<file path="config.mk">
export PLATFORM = sky130hd
export DESIGN_NAME = jtgng_romload_arb
export DESIGN_NICKNAME = d
export VERILOG_FILES = /design/src/rtl/jtgng_romload_pkg.sv /design/src/rtl/jtgng_romload_pack.sv /design/src/rtl/jtgng_romload_arb.sv
export SDC_FILE = /design/constraint.sdc
export NUM_CORES = 1
export LEC_CHECK = 0
export CORE_MARGIN = 2
export CORE_UTILIZATION = 42
export CTS_CLUSTER_DIAMETER = 120
export CTS_CLUSTER_SIZE = 20
export DETAILED_ROUTE_END_ITERATION = 6
export PLACE_DENSITY_LB_ADDON = 0.15
export SYNTH_ARGS = -nofsm -noshare
export SYNTH_HDL_FRONTEND = slang
export SYNTH_SLANG_ARGS = --single-unit
</file>
<file path="constraint.sdc">
create_clock -name clk -period 3.3 [get_ports clk]
set_input_delay 0.33 -clock clk [delete_from_list [all_inputs] [get_ports clk]]
set_output_delay 0.33 -clock clk [all_outputs]
set_load 0.02 [all_outputs]
</file>
<file path="src/rtl/jtgng_romload_pkg.sv">
// jtgng_romload_pkg: shared widths and arbiter state encoding for the ROM download arbiter
package jtgng_romload_pkg;
    localparam int DEF_AW    = 22;
    localparam int DEF_RD_TO = 255;
    localparam int TW        = 8;
    typedef enum logic [1:0] {IDLE, WR, RD} state_t;
endpackage

</file>
<file path="src/rtl/jtgng_romload_pack.sv">
// jtgng_romload_pack: packs download bytes into masked 16-bit words behind a one-entry write buffer
module jtgng_romload_pack
    import jtgng_romload_pkg::*;
#(
    parameter int AW = DEF_AW
) (
    input  logic          clk,
    input  logic          rst_n,
    input  logic          dl_active,
    input  logic          dl_wr,
    input  logic [AW-1:0] dl_addr,
    input  logic [7:0]    dl_data,
    input  logic          wb_free,
    output logic          wb_valid,
    output logic [AW-2:0] wb_addr,
    output logic [15:0]   wb_data,
    output logic [1:0]    wb_be,
    output logic          dl_ovf
);
    logic          act_q, act_d;
    logic          lo_valid_q, lo_valid_d;
    logic [AW-2:0] lo_addr_q, lo_addr_d;
    logic [7:0]    lo_data_q, lo_data_d;
    logic          hi_pend_q, hi_pend_d;
    logic [AW-2:0] hi_addr_q, hi_addr_d;
    logic [7:0]    hi_data_q, hi_data_d;
    logic          wb_valid_q, wb_valid_d;
    logic [AW-2:0] wb_addr_q, wb_addr_d;
    logic [15:0]   wb_data_q, wb_data_d;
    logic [1:0]    wb_be_q, wb_be_d;
    logic          ovf_q, ovf_d;
    logic          push;
    logic [AW-2:0] p_addr;
    logic [15:0]   p_data;
    logic [1:0]    p_be;
    logic [AW-2:0] waddr;
    logic          wb_open;

    assign waddr   = dl_addr[AW-1:1];
    assign wb_open = !wb_valid_q || wb_free;

    // Byte placement: a deferred odd byte goes first, then the incoming byte, then a lone-byte flush once idle
    always_comb begin
        act_d      = dl_active;
        lo_valid_d = lo_valid_q;
        lo_addr_d  = lo_addr_q;
        lo_data_d  = lo_data_q;
        hi_pend_d  = hi_pend_q;
        hi_addr_d  = hi_addr_q;
        hi_data_d  = hi_data_q;
        ovf_d      = (dl_active && !act_q) ? 1'b0 : ovf_q;
        push       = 1'b0;
        p_addr     = lo_addr_q;
        p_data     = {8'h00, lo_data_q};
        p_be       = 2'b01;
        if (hi_pend_q && wb_open) begin
            push      = 1'b1;
            p_addr    = hi_addr_q;
            p_data    = {hi_data_q, 8'h00};
            p_be      = 2'b10;
            hi_pend_d = 1'b0;
        end
        if (dl_wr && !dl_addr[0]) begin
            lo_valid_d = 1'b1;
            lo_addr_d  = waddr;
            lo_data_d  = dl_data;
        end else if (dl_wr) begin
            if (!wb_open || hi_pend_q) begin
                ovf_d = 1'b1;
            end else if (lo_valid_q && lo_addr_q != waddr) begin
                push       = 1'b1;
                lo_valid_d = 1'b0;
                hi_pend_d  = 1'b1;
                hi_addr_d  = waddr;
                hi_data_d  = dl_data;
            end else begin
                push       = 1'b1;
                p_addr     = waddr;
                p_data     = {dl_data, lo_data_q};
                p_be       = {1'b1, lo_valid_q};
                lo_valid_d = 1'b0;
            end
        end else if (lo_valid_q && !dl_active && wb_open && !hi_pend_q) begin
            push       = 1'b1;
            lo_valid_d = 1'b0;
        end
        wb_valid_d = push ? 1'b1 : (wb_valid_q && !wb_free);
        wb_addr_d  = push ? p_addr : wb_addr_q;
        wb_data_d  = push ? p_data : wb_data_q;
        wb_be_d    = push ? p_be : wb_be_q;
    end

    // Packer and write-buffer registers
    always_ff @(posedge clk or negedge rst_n) begin
        if (!rst_n) begin
            act_q      <= 1'b0;
            lo_valid_q <= 1'b0;
            lo_addr_q  <= '0;
            lo_data_q  <= '0;
            hi_pend_q  <= 1'b0;
            hi_addr_q  <= '0;
            hi_data_q  <= '0;
            wb_valid_q <= 1'b0;
            wb_addr_q  <= '0;
            wb_data_q  <= '0;
            wb_be_q    <= '0;
            ovf_q      <= 1'b0;
        end else begin
            act_q      <= act_d;
            lo_valid_q <= lo_valid_d;
            lo_addr_q  <= lo_addr_d;
            lo_data_q  <= lo_data_d;
            hi_pend_q  <= hi_pend_d;
            hi_addr_q  <= hi_addr_d;
            hi_data_q  <= hi_data_d;
            wb_valid_q <= wb_valid_d;
            wb_addr_q  <= wb_addr_d;
            wb_data_q  <= wb_data_d;
            wb_be_q    <= wb_be_d;
            ovf_q      <= ovf_d;
        end
    end

    assign wb_valid = wb_valid_q;
    assign wb_addr  = wb_addr_q;
    assign wb_data  = wb_data_q;
    assign wb_be    = wb_be_q;
    assign dl_ovf   = ovf_q;
endmodule

</file>
<file path="src/rtl/jtgng_romload_arb.sv">
// jtgng_romload_arb: shares one memory port between the download byte stream and game ROM reads
module jtgng_romload_arb
    import jtgng_romload_pkg::*;
#(
    parameter int AW    = DEF_AW,
    parameter int RD_TO = DEF_RD_TO
) (
    input  logic          clk,
    input  logic          rst_n,
    input  logic          dl_active,
    input  logic          dl_wr,
    input  logic [AW-1:0] dl_addr,
    input  logic [7:0]    dl_data,
    output logic          dl_ovf,
    input  logic          rd_req,
    input  logic [AW-2:0] rd_addr,
    output logic [15:0]   rd_data,
    output logic          rd_ok,
    output logic          rd_err,
    output logic          mem_req,
    output logic          mem_we,
    output logic [AW-2:0] mem_addr,
    output logic [15:0]   mem_din,
    output logic [1:0]    mem_be,
    input  logic [15:0]   mem_dout,
    input  logic          mem_ack
);
    state_t        state_q, state_d;
    logic [TW-1:0] timer_q, timer_d;
    logic          rd_done_q, rd_done_d;
    logic [15:0]   rd_data_q, rd_data_d;
    logic          rd_ok_q, rd_ok_d;
    logic          rd_err_q, rd_err_d;
    logic          mem_req_q, mem_req_d;
    logic          mem_we_q, mem_we_d;
    logic [AW-2:0] mem_addr_q, mem_addr_d;
    logic [15:0]   mem_din_q, mem_din_d;
    logic [1:0]    mem_be_q, mem_be_d;
    logic          wb_valid, wb_free;
    logic [AW-2:0] wb_addr;
    logic [15:0]   wb_data;
    logic [1:0]    wb_be;

    jtgng_romload_pack #(.AW(AW)) u_pack (
        .clk       (clk),
        .rst_n     (rst_n),
        .dl_active (dl_active),
        .dl_wr     (dl_wr),
        .dl_addr   (dl_addr),
        .dl_data   (dl_data),
        .wb_free   (wb_free),
        .wb_valid  (wb_valid),
        .wb_addr   (wb_addr),
        .wb_data   (wb_data),
        .wb_be     (wb_be),
        .dl_ovf    (dl_ovf)
    );

    // One request in flight; buffered writes beat reads, reads wait out downloads and need rd_req re-armed
    always_comb begin
        state_d    = state_q;
        timer_d    = timer_q;
        rd_done_d  = rd_req && rd_done_q;
        rd_data_d  = rd_data_q;
        rd_ok_d    = 1'b0;
        rd_err_d   = 1'b0;
        mem_req_d  = mem_req_q;
        mem_we_d   = mem_we_q;
        mem_addr_d = mem_addr_q;
        mem_din_d  = mem_din_q;
        mem_be_d   = mem_be_q;
        wb_free    = 1'b0;
        case (state_q)
            IDLE: begin
                if (wb_valid) begin
                    state_d    = WR;
                    mem_req_d  = 1'b1;
                    mem_we_d   = 1'b1;
                    mem_addr_d = wb_addr;
                    mem_din_d  = wb_data;
                    mem_be_d   = wb_be;
                end else if (rd_req && !dl_active && !rd_done_q) begin
                    state_d    = RD;
                    mem_req_d  = 1'b1;
                    mem_we_d   = 1'b0;
                    mem_addr_d = rd_addr;
                    mem_be_d   = 2'b11;
                    timer_d    = '0;
                end
            end
            WR: begin
                if (mem_ack) begin
                    wb_free   = 1'b1;
                    state_d   = IDLE;
                    mem_req_d = 1'b0;
                    mem_we_d  = 1'b0;
                end
            end
            RD: begin
                if (mem_ack || timer_q == TW'(RD_TO - 1)) begin
                    state_d   = IDLE;
                    mem_req_d = 1'b0;
                    rd_done_d = 1'b1;
                    rd_ok_d   = mem_ack;
                    rd_err_d  = !mem_ack;
                    rd_data_d = mem_ack ? mem_dout : rd_data_q;
                end else begin
                    timer_d = timer_q + 1'b1;
                end
            end
            default: state_d = IDLE;
        endcase
    end

    // Arbiter state and registered memory/read-port outputs
    always_ff @(posedge clk or negedge rst_n) begin
        if (!rst_n) begin
            state_q    <= IDLE;
            timer_q    <= '0;
            rd_done_q  <= 1'b0;
            rd_data_q  <= '0;
            rd_ok_q    <= 1'b0;
            rd_err_q   <= 1'b0;
            mem_req_q  <= 1'b0;
            mem_we_q   <= 1'b0;
            mem_addr_q <= '0;
            mem_din_q  <= '0;
            mem_be_q   <= '0;
        end else begin
            state_q    <= state_d;
            timer_q    <= timer_d;
            rd_done_q  <= rd_done_d;
            rd_data_q  <= rd_data_d;
            rd_ok_q    <= rd_ok_d;
            rd_err_q   <= rd_err_d;
            mem_req_q  <= mem_req_d;
            mem_we_q   <= mem_we_d;
            mem_addr_q <= mem_addr_d;
            mem_din_q  <= mem_din_d;
            mem_be_q   <= mem_be_d;
        end
    end

    assign rd_data  = rd_data_q;
    assign rd_ok    = rd_ok_q;
    assign rd_err   = rd_err_q;
    assign mem_req  = mem_req_q;
    assign mem_we   = mem_we_q;
    assign mem_addr = mem_addr_q;
    assign mem_din  = mem_din_q;
    assign mem_be   = mem_be_q;
endmodule

</file>
==> metrics.txt, run 1 <==
# TYPE chip_impl_metric gauge
chip_impl_metric{name="rr_worst_depth",unit=""} 9
chip_impl_metric{name="grt_pass1_wl",unit="mm"} 27.6
chip_impl_metric{name="slew_viol_final",unit=""} 0
chip_impl_metric{name="tritoncts.num_buffers",unit=""} 17
chip_impl_metric{name="hold_viol_final",unit=""} 0
chip_impl_info{name="path_delay_family",value="compound AO/OA/AOI/OAI gates"} 1
chip_impl_metric{name="pwr_density_cell",unit="nW/um^2"} 892
chip_impl_metric{name="synth.lib_cells_used.distinct",unit=""} 42
chip_impl_info{name="ys_top_cells_by_count",value="172 x sky130_fd_sc_hd__dfrtp_1, 92 x sky130_fd_sc_hd__mux2_2, 79 x sky130_fd_sc_hd__nand2_1, 66 x sky130_fd_sc_hd__o21ai_0, 46 x sky130_fd_sc_hd__mux2i_1"} 1
chip_impl_metric{name="fp.dieH",unit="um"} 138
chip_impl_info{name="kind_of_critical_path",value="flop to flop"} 1
chip_impl_metric{name="post_cts_setup_inserts",unit=""} 0
chip_impl_info{name="cpMaxStageDelayCell",value="sky130_fd_sc_hd__a21oi_4"} 1
chip_impl_metric{name="timing.critical_path.arrival",unit="ns"} 3.20
chip_impl_metric{name="fin_crit_sh",unit="%"} 87.8
chip_impl_metric{name="grtUsageTotal",unit="%"} 18.1
chip_impl_metric{name="synthToLayoutAreaGrowth",unit="%"} 29.2
chip_impl_info{name="min-delay-path-class",value="primary input to asynchronous set/reset pin"} 1
chip_impl_metric{name="max-cap-violations",unit=""} 0
chip_impl_metric{name="vdd_ir_drop_max",unit="uV"} 445
chip_impl_metric{name="clock_latency",unit="ns"} 0.43
chip_impl_metric{name="met3_length",unit="um"} 573
chip_impl_metric{name="grt_antenna_before_repair",unit=""} 0
chip_impl_info{name="setup.worst_path.start_class",value="flop"} 1
chip_impl_metric{name="dr.pass1.iters",unit=""} 4
chip_impl_metric{name="sequential_cell_area",unit="sq um"} 4300
chip_impl_info{name="crit_chain",value="inv_1, ha_1, a21boi_4, or3_1, nor3_1, a21oi_4, buf_4, mux2i_1, o21ai_1"} 1
chip_impl_info{name="synth.top_cells.by_area",value="sky130_fd_sc_hd__dfrtp_1 57%, sky130_fd_sc_hd__mux2_2 14%, sky130_fd_sc_hd__mux2i_1 6.1%"} 1
chip_impl_info{name="grt_setup_unrepaired",value="no"} 1
chip_impl_metric{name="placeableCoreArea",unit="sq um"} 17800
chip_impl_metric{name="antenna_left",unit=""} 0
chip_impl_metric{name="timing.final.setup_violations",unit=""} 0
chip_impl_info{name="cts_tree",value="built"} 1
chip_impl_metric{name="clockBufferDepth",unit=""} 2
chip_impl_metric{name="synthesis.nets",unit=""} 705
chip_impl_info{name="yosysMostFrequentCell",value="sky130_fd_sc_hd__dfrtp_1"} 1
chip_impl_metric{name="rows",unit=""} 49
chip_impl_metric{name="final.setup.tns",unit="ns"} 0
chip_impl_metric{name="syn-instance-count",unit=""} 626
chip_impl_metric{name="p_leak",unit="nW"} 4.48
chip_impl_metric{name="detail_route.wl_per_cell",unit="um"} 16.5
chip_impl_metric{name="vias_per_cell",unit=""} 5.03
chip_impl_metric{name="nets",unit=""} 837
chip_impl_metric{name="wirelength_met1",unit="mm"} 8.00
chip_impl_metric{name="max_slew.worst_pin.slew",unit="ns"} 1.16
chip_impl_metric{name="yosysTopAreaCellShare",unit="%"} 56.9
chip_impl_metric{name="yosys_register_bits",unit=""} 172
chip_impl_metric{name="synthArstFlopShare",unit="%"} 100
chip_impl_metric{name="drc",unit=""} 0
chip_impl_metric{name="fraction_of_final_layout_cells_sized_beyond_drive_strength_1",unit="%"} 18.8
chip_impl_info{name="synthDominantAreaCellType",value="sky130_fd_sc_hd__dfrtp_1"} 1
chip_impl_info{name="topRoutingLayerUsed",value="met4"} 1
chip_impl_info{name="status",value="complete, no violations"} 1
chip_impl_metric{name="layout_min_cycle_time",unit="ns"} 2.90
chip_impl_info{name="synth_flop_cell",value="sky130_fd_sc_hd__dfrtp_1"} 1
chip_impl_metric{name="initial_core_utilization",unit="%"} 42.4
chip_impl_metric{name="routed-via-count",unit=""} 5028
chip_impl_metric{name="floorplan.io_pins",unit=""} 133
chip_impl_metric{name="met2RoutedLength",unit="mm"} 7.76
chip_impl_metric{name="worstPathRequired",unit="ns"} 3.61
chip_impl_metric{name="drt_first_iter_violations",unit=""} 256
chip_impl_metric{name="synth.yosys.seq_area_share",unit="%"} 56.9
chip_impl_metric{name="critical_path.max_fanout",unit=""} 28
chip_impl_metric{name="slew_headroom",unit="%"} 22.3
chip_impl_metric{name="cts_htree_levels",unit=""} 4
chip_impl_info{name="cp-end-kind",value="flop"} 1
chip_impl_metric{name="cts.reportedPaths.clkPinSlew",unit="ns"} 0.07
chip_impl_info{name="cts_root_buffer",value="sky130_fd_sc_hd__clkbuf_16"} 1
chip_impl_metric{name="first_global_vias",unit=""} 5208
chip_impl_metric{name="wirelength",unit="mm"} 16.5
chip_impl_metric{name="post_synth_instance_area",unit="sq um"} 7560
chip_impl_metric{name="clkSinkCount",unit=""} 172
chip_impl_metric{name="synth_enable_flop_cells",unit=""} 0
chip_impl_metric{name="avgSynthCellArea",unit="sq um"} 12.1
chip_impl_metric{name="grt_max_degree",unit=""} 78
chip_impl_metric{name="timing.critical_path.slowest_cell_delay",unit="ns"} 0.90
chip_impl_metric{name="fp.dieW",unit="um"} 138
chip_impl_metric{name="multi_input_area",unit="sq um"} 3030
chip_impl_metric{name="buffers_inverters_on_critical_path",unit=""} 2
chip_impl_metric{name="highest_attainable_clock_frequency",unit="GHz"} 0.345
chip_impl_metric{name="cts.hold.buffers_added",unit=""} 1
chip_impl_metric{name="overflow",unit=""} 0
chip_impl_metric{name="fill_cells",unit=""} 1514
chip_impl_metric{name="cp_num_cells",unit=""} 9
chip_impl_metric{name="n_antenna_cell",unit=""} 0
chip_impl_metric{name="clock_skew",unit="ns"} 0.0104
chip_impl_metric{name="cts_resized",unit=""} 0
chip_impl_metric{name="dp_hpwl",unit="mm"} 11.4
chip_impl_metric{name="final_util",unit="%"} 54.7
chip_impl_metric{name="fp.dieArea",unit="sq um"} 19100
chip_impl_metric{name="gp_routability_congestion",unit=""} 0.769
chip_impl_metric{name="syn_warnings",unit=""} 0
chip_impl_metric{name="io_buffers",unit=""} 132
## cells in the final DEF, fill, tap and decap left out, drive strengths merged, types with 2 or more instances in the layout
cell	count
nor3	4
o21a	3
a21oi	4
or3	2
a21o	2
nor2	14
o21ai	71
bufinv	3
clkinv	4
o22ai	2
a22oi	8
nand2	79
nand3	6
inv	27
o31ai	3
ha	6
xnor2	23
dfrtp	172
buf	12
clkinvlp	2
mux2i	46
a22o	10
nand4	5
o22a	2
nand2b	3
o211ai	2
mux2	95
clkdlybuf4s50	131
clkbuf	18
## cell families (layout without fill, tap and decap cells)
group	after synthesis	after routing	synth area share, %
AND/OR/NAND/NOR	117	117	6.52
adder cells (fa/ha/maj)	6	6	0.993
XOR/XNOR	24	24	2.78
buffers and inverters	53	198	3.21
AO/OA/AOI/OAI	113	113	9.17
flip-flops	172	172	56.9
multiplexers	141	141	20.4
## metrics by stage
stage	hold WS (ns)	setup WS [ns]	total power, mW	area, sq um	instances
5_1_grt	0.488	0.227	9.29	9770	1000
3_5_place_dp	0.347	0.232	6.73	9140	967
4_1_cts	0.466	0.396	8.82	9770	1000
3_3_place_gp	0.340	0.286	6.61	9140	967
2_1_floorplan	0.0344	1.18	5.45	7560	626
6_report	0.439	0.401	8.71	9770	1000
## final timing paths
check                                   from                   to  slack [ns]
worst min register to register  mem_addr[13]         mem_addr[13]        0.48
worst max register to register    state_q[1]    u_pack.wb_addr[2]        0.40
worst max-delay path              state_q[1]    u_pack.wb_addr[2]        0.40
max in group asynchronous              rst_n  u_pack.lo_data_q[5]        1.96
worst min-delay path                   rst_n          mem_addr[4]        0.44
min in group clk                mem_addr[13]         mem_addr[13]        0.48
## where the power goes
group / switching (mW) / internal, mW / total (mW)
Clock: 0.853 / 1.21 / 2.06
Sequential: 0.471 / 2.90 / 3.37
Combinational: 1.66 / 1.63 / 3.28
Total: 2.98 / 5.73 / 8.71
## final cells by class
cell class / instances / share of cell area (%)
flip-flops and latches: 172 / 44.1
multi-input cells: 401 / 31.0
repair buffers: 144 / 14.9
clock buffers: 18 / 4.39
well taps: 229 / 2.93
clock inverters: 14 / 1.88
inverters: 22 / 0.846
## worst reg2reg max path: stages (launching register included)
cell and delay [ns]:
sky130_fd_sc_hd__dfrtp_1 0.37, sky130_fd_sc_hd__inv_1 0.08, sky130_fd_sc_hd__ha_1 0.27, sky130_fd_sc_hd__a21boi_4 0.27, sky130_fd_sc_hd__or3_1 0.19, sky130_fd_sc_hd__nor3_1 0.09, sky130_fd_sc_hd__a21oi_4 0.90, sky130_fd_sc_hd__buf_4 0.30
sky130_fd_sc_hd__mux2i_1 0.23, sky130_fd_sc_hd__o21ai_1 0.08
## sequential cells by signal (all words and copies together), names as in the netlist, 2 cells and up
signal and cells:
u_pack.lo_data_q 8, state_q 2, u_pack.wb_be 2, u_pack.wb_addr 21, u_pack.hi_addr_q 21, u_pack.hi_data_q 8
mem_be 2, timer_q 8, rd_data 16, mem_din 16, mem_addr 21, u_pack.lo_addr_q 21
u_pack.wb_data 16
## routing by layer
| metal | vias to the layer above | GRT usage, % |
|---|---|---|
| met3 | 17 | 4.54 |
| met1 | 2463 | 25.1 |
| met5 | - | 0 |
| met2 | 94 | 28.4 |
| met4 | 0 | 5.75 |
| li1 | 2454 | - |
Power figures use the tool's default switching activity.
==> run 2: changes to the inputs <==
SKIP_CTS_REPAIR_TIMING = 1   (was not set)
==> results of run 2 <==
Final layout, timing and power as in run 1 (identical DEF).
Main changes from that run: met3 usage 4.54% -> 4.57%
==> run 3: changes to the inputs <==
--- a/config.mk
+++ b/config.mk
@@ -6,6 +6,9 @@
 export NUM_CORES = 1
 export LEC_CHECK = 0
+export CAP_MARGIN = 10
+export CELL_PAD_IN_SITES_DETAIL_PLACEMENT = 1
+export CELL_PAD_IN_SITES_GLOBAL_PLACEMENT = 2
 export CORE_MARGIN = 2
-export CORE_UTILIZATION = 42
+export CORE_UTILIZATION = 38
 export CTS_CLUSTER_DIAMETER = 120
 export CTS_CLUSTER_SIZE = 20
==> constraint.sdc (replaced) <==
create_clock -name clk -period 3.3 [get_ports clk]
set_input_delay 0.495 -clock clk [delete_from_list [all_inputs] [get_ports clk]]
set_output_delay 0.495 -clock clk [all_outputs]
set_load 0.02 [all_outputs]
==> run 3 against run 2 <==
Effect of this change:
- sequential share of layout area down 0.27 points
- setup slack gained 0.29 ns
- critical endpoint is now u_pack.wb_addr[16]
- maximum frequency up 11%
==> metrics.txt, run 3 (same netlist as run 1, synthesis figures left out) <==
# TYPE chip_impl_metric gauge
chip_impl_metric{name="drc",unit=""} 0
chip_impl_metric{name="detail_route.wl_per_cell",unit="um"} 18.2
chip_impl_metric{name="fp.dieW",unit="um"} 145
chip_impl_info{name="min-delay-path-class",value="primary input to asynchronous set/reset pin"} 1
chip_impl_info{name="setup.worst_path.start_class",value="flop"} 1
chip_impl_metric{name="dp_hpwl",unit="mm"} 13.1
chip_impl_metric{name="drt_first_iter_violations",unit=""} 193
chip_impl_info{name="cts_tree",value="built"} 1
chip_impl_metric{name="total_switching_power",unit="mW"} 3.20
chip_impl_metric{name="timing.critical_path.arrival",unit="ns"} 2.90
chip_impl_info{name="kind_of_critical_path",value="flop to flop"} 1
chip_impl_info{name="cp-end-kind",value="flop"} 1
chip_impl_metric{name="vias_per_cell",unit=""} 4.98
chip_impl_metric{name="gp_routability_congestion",unit=""} 0.730
chip_impl_metric{name="max-cap-violations",unit=""} 0
chip_impl_metric{name="nets",unit=""} 837
chip_impl_metric{name="max_slew.worst_pin.slew",unit="ns"} 0.925
chip_impl_metric{name="n_antenna_cell",unit=""} 0
chip_impl_metric{name="final.setup.tns",unit="ns"} 0
chip_impl_info{name="critical_path.startpoint",value="state_q[1]"} 1
chip_impl_metric{name="antenna_left",unit=""} 0
chip_impl_metric{name="timing.final.setup_violations",unit=""} 0
chip_impl_metric{name="stdcell_count",unit=""} 1036
chip_impl_metric{name="fraction_of_final_layout_cells_sized_beyond_drive_strength_1",unit="%"} 19.1
chip_impl_metric{name="clock_latency",unit="ns"} 0.44
chip_impl_metric{name="combinational_share_of_power",unit="%"} 37.9
chip_impl_metric{name="regToRegSetupSlack",unit="ns"} 0.69
chip_impl_info{name="grt_setup_unrepaired",value="no"} 1
chip_impl_metric{name="rows",unit=""} 51
chip_impl_info{name="cts_root_buffer",value="sky130_fd_sc_hd__clkbuf_16"} 1
chip_impl_metric{name="dr.pass1.iters",unit=""} 4
chip_impl_metric{name="cell_internal_pwr",unit="mW"} 5.63
chip_impl_metric{name="cts.reportedPaths.clkPinSlew",unit="ns"} 0.07
chip_impl_metric{name="wirelength",unit="mm"} 18.8
chip_impl_metric{name="grt_antenna_before_repair",unit=""} 0
chip_impl_metric{name="first_global_vias",unit=""} 5736
chip_impl_metric{name="p_leak",unit="nW"} 4.50
chip_impl_metric{name="fin_crit_sh",unit="%"} 79.2
chip_impl_info{name="crit_chain",value="inv_1, ha_1, a21boi_4, or3_1, nor3_1, a21oi_4, buf_16, mux2i_1, o21ai_0"} 1
chip_impl_metric{name="tritoncts.num_buffers",unit=""} 17
chip_impl_metric{name="gr-usage-met2",unit="%"} 30.5
chip_impl_info{name="worst_r2r_endpoint",value="u_pack.wb_addr[16]"} 1
chip_impl_metric{name="cts_htree_levels",unit=""} 4
chip_impl_metric{name="routed-via-count",unit=""} 5159
chip_impl_metric{name="timing.critical_path.slowest_cell_delay",unit="ns"} 0.41
chip_impl_metric{name="slew_headroom",unit="%"} 38.2
chip_impl_info{name="worst_flop_to_flop_path_startpoint",value="state_q[1]"} 1
chip_impl_metric{name="vdd_ir_drop_max",unit="uV"} 433
chip_impl_info{name="layout_commonest_cell",value="sky130_fd_sc_hd__dfrtp_1"} 1
chip_impl_metric{name="pwr_density_cell",unit="nW/um^2"} 899
chip_impl_metric{name="clkSinkCount",unit=""} 172
chip_impl_metric{name="clockBufferDepth",unit=""} 2
chip_impl_metric{name="critical_path.max_fanout",unit=""} 17
chip_impl_metric{name="placeableCoreArea",unit="sq um"} 19500
chip_impl_info{name="gr-max-usage-layer",value="met2"} 1
chip_impl_metric{name="io_buffers",unit=""} 132
chip_impl_metric{name="fp.dieArea",unit="sq um"} 21000
chip_impl_metric{name="overflow",unit=""} 0
chip_impl_metric{name="power.sequential.fraction",unit="%"} 38.6
chip_impl_metric{name="highest_attainable_clock_frequency",unit="GHz"} 0.383
chip_impl_metric{name="fill_cells",unit=""} 2024
chip_impl_info{name="final_cell_mix",value="172 x sky130_fd_sc_hd__dfrtp_1, 131 x sky130_fd_sc_hd__clkdlybuf4s50_1, 92 x sky130_fd_sc_hd__mux2_2"} 1
chip_impl_metric{name="grt_max_degree",unit=""} 98
chip_impl_metric{name="slew_viol_final",unit=""} 0
chip_impl_metric{name="grtUsageTotal",unit="%"} 18.6
chip_impl_metric{name="global_route.usage.met1",unit="%"} 25.2
chip_impl_metric{name="initial_core_utilization",unit="%"} 38.8
chip_impl_metric{name="clock_skew",unit="ns"} 0.0149
chip_impl_metric{name="fp.dieH",unit="um"} 145
chip_impl_metric{name="swShare",unit="%"} 36.2
chip_impl_metric{name="synthToLayoutAreaGrowth",unit="%"} 30.0
chip_impl_metric{name="worstPathRequired",unit="ns"} 3.59
chip_impl_metric{name="layout_min_cycle_time",unit="ns"} 2.61
chip_impl_metric{name="total_placed_cells_including_tap_cells",unit=""} 1003
chip_impl_info{name="status",value="complete, no violations"} 1
chip_impl_metric{name="hold_viol_final",unit=""} 0
chip_impl_metric{name="clockPowerShare",unit="%"} 23.5
chip_impl_metric{name="floorplan.io_pins",unit=""} 133
chip_impl_metric{name="grt_pass1_wl",unit="mm"} 31.2
chip_impl_info{name="cpMaxStageDelayCell",value="sky130_fd_sc_hd__dfrtp_1"} 1
chip_impl_metric{name="rr_worst_depth",unit=""} 9
chip_impl_metric{name="met3_usage",unit="%"} 3.65
## run 3: worst max-delay path: cells and delay by family, from the launching register on
kind            cells  cell delay [ns]
buf+inv             2             0.34
mux                 1             0.17
compound gates      3             0.50
flops               1             0.41
fa+ha+maj           1             0.29
simple gates        2             0.76
## run 3: power groups by stage
| stage | Combinational [mW] | Clock (mW) | Sequential, mW |
|---|---|---|---|
| after global placement | 3.25 | 0 | 3.39 |
| after floorplan | 1.82 | 0 | 3.63 |
| after detailed placement | 3.38 | 0 | 3.46 |
| final | 3.35 | 2.08 | 3.40 |
| after global routing | 3.70 | 2.21 | 3.50 |
| after CTS | 3.40 | 2.13 | 3.42 |
## run 3: stage by stage
| stage | hold slack, ns | utilization (%) | worst slack [ns] | instance area [sq um] | power (mW) |
|---|---|---|---|---|---|
| after floorplan | 0.199 | - | 1.18 | 7560 | 5.45 |
| after global placement | 0.462 | 47.1 | 0.194 | 9180 | 6.64 |
| after detailed placement | 0.471 | 47.1 | 0.0921 | 9180 | 6.83 |
| after CTS | 0.0367 | 50.4 | 0.443 | 9800 | 8.94 |
| after global routing | 0.0522 | 50.5 | 0.459 | 9830 | 9.41 |
| final | 0.0217 | 50.5 | 0.688 | 9830 | 8.83 |
## run 3: worst max-delay path by stage
stage | to | slack [ns] | depth (start not counted)
2_1_floorplan | u_pack.hi_addr_q[12] | 1.18 | 8
3_3_place_gp | u_pack.wb_addr[17] | 0.19 | 7
3_5_place_dp | u_pack.wb_addr[16] | 0.09 | 7
4_1_cts | u_pack.wb_addr[16] | 0.44 | 8
5_1_grt | u_pack.wb_addr[20] | 0.46 | 9
6_report | u_pack.wb_addr[16] | 0.69 | 9
## run 3: area by class of cell
type,instances,area [sq um],share of cell area (%)
Timing Repair Buffer,144,1460,14.8
Multi-Input combinational cell,401,3030,30.8
Inverter,22,82.6,0.840
Tap cell,265,332,3.37
Clock inverter,15,198,2.01
Clock buffer,17,425,4.33
Sequential cell,172,4300,43.8
## run 3: metal layers
layer	wire length, um	up-vias	part of all wire, %
met1	8970	2605	48
met5	0	-	0
li1	-	2451	-
met3	563	17	3.0
met2	9040	86	48
met4	242	0	1.3
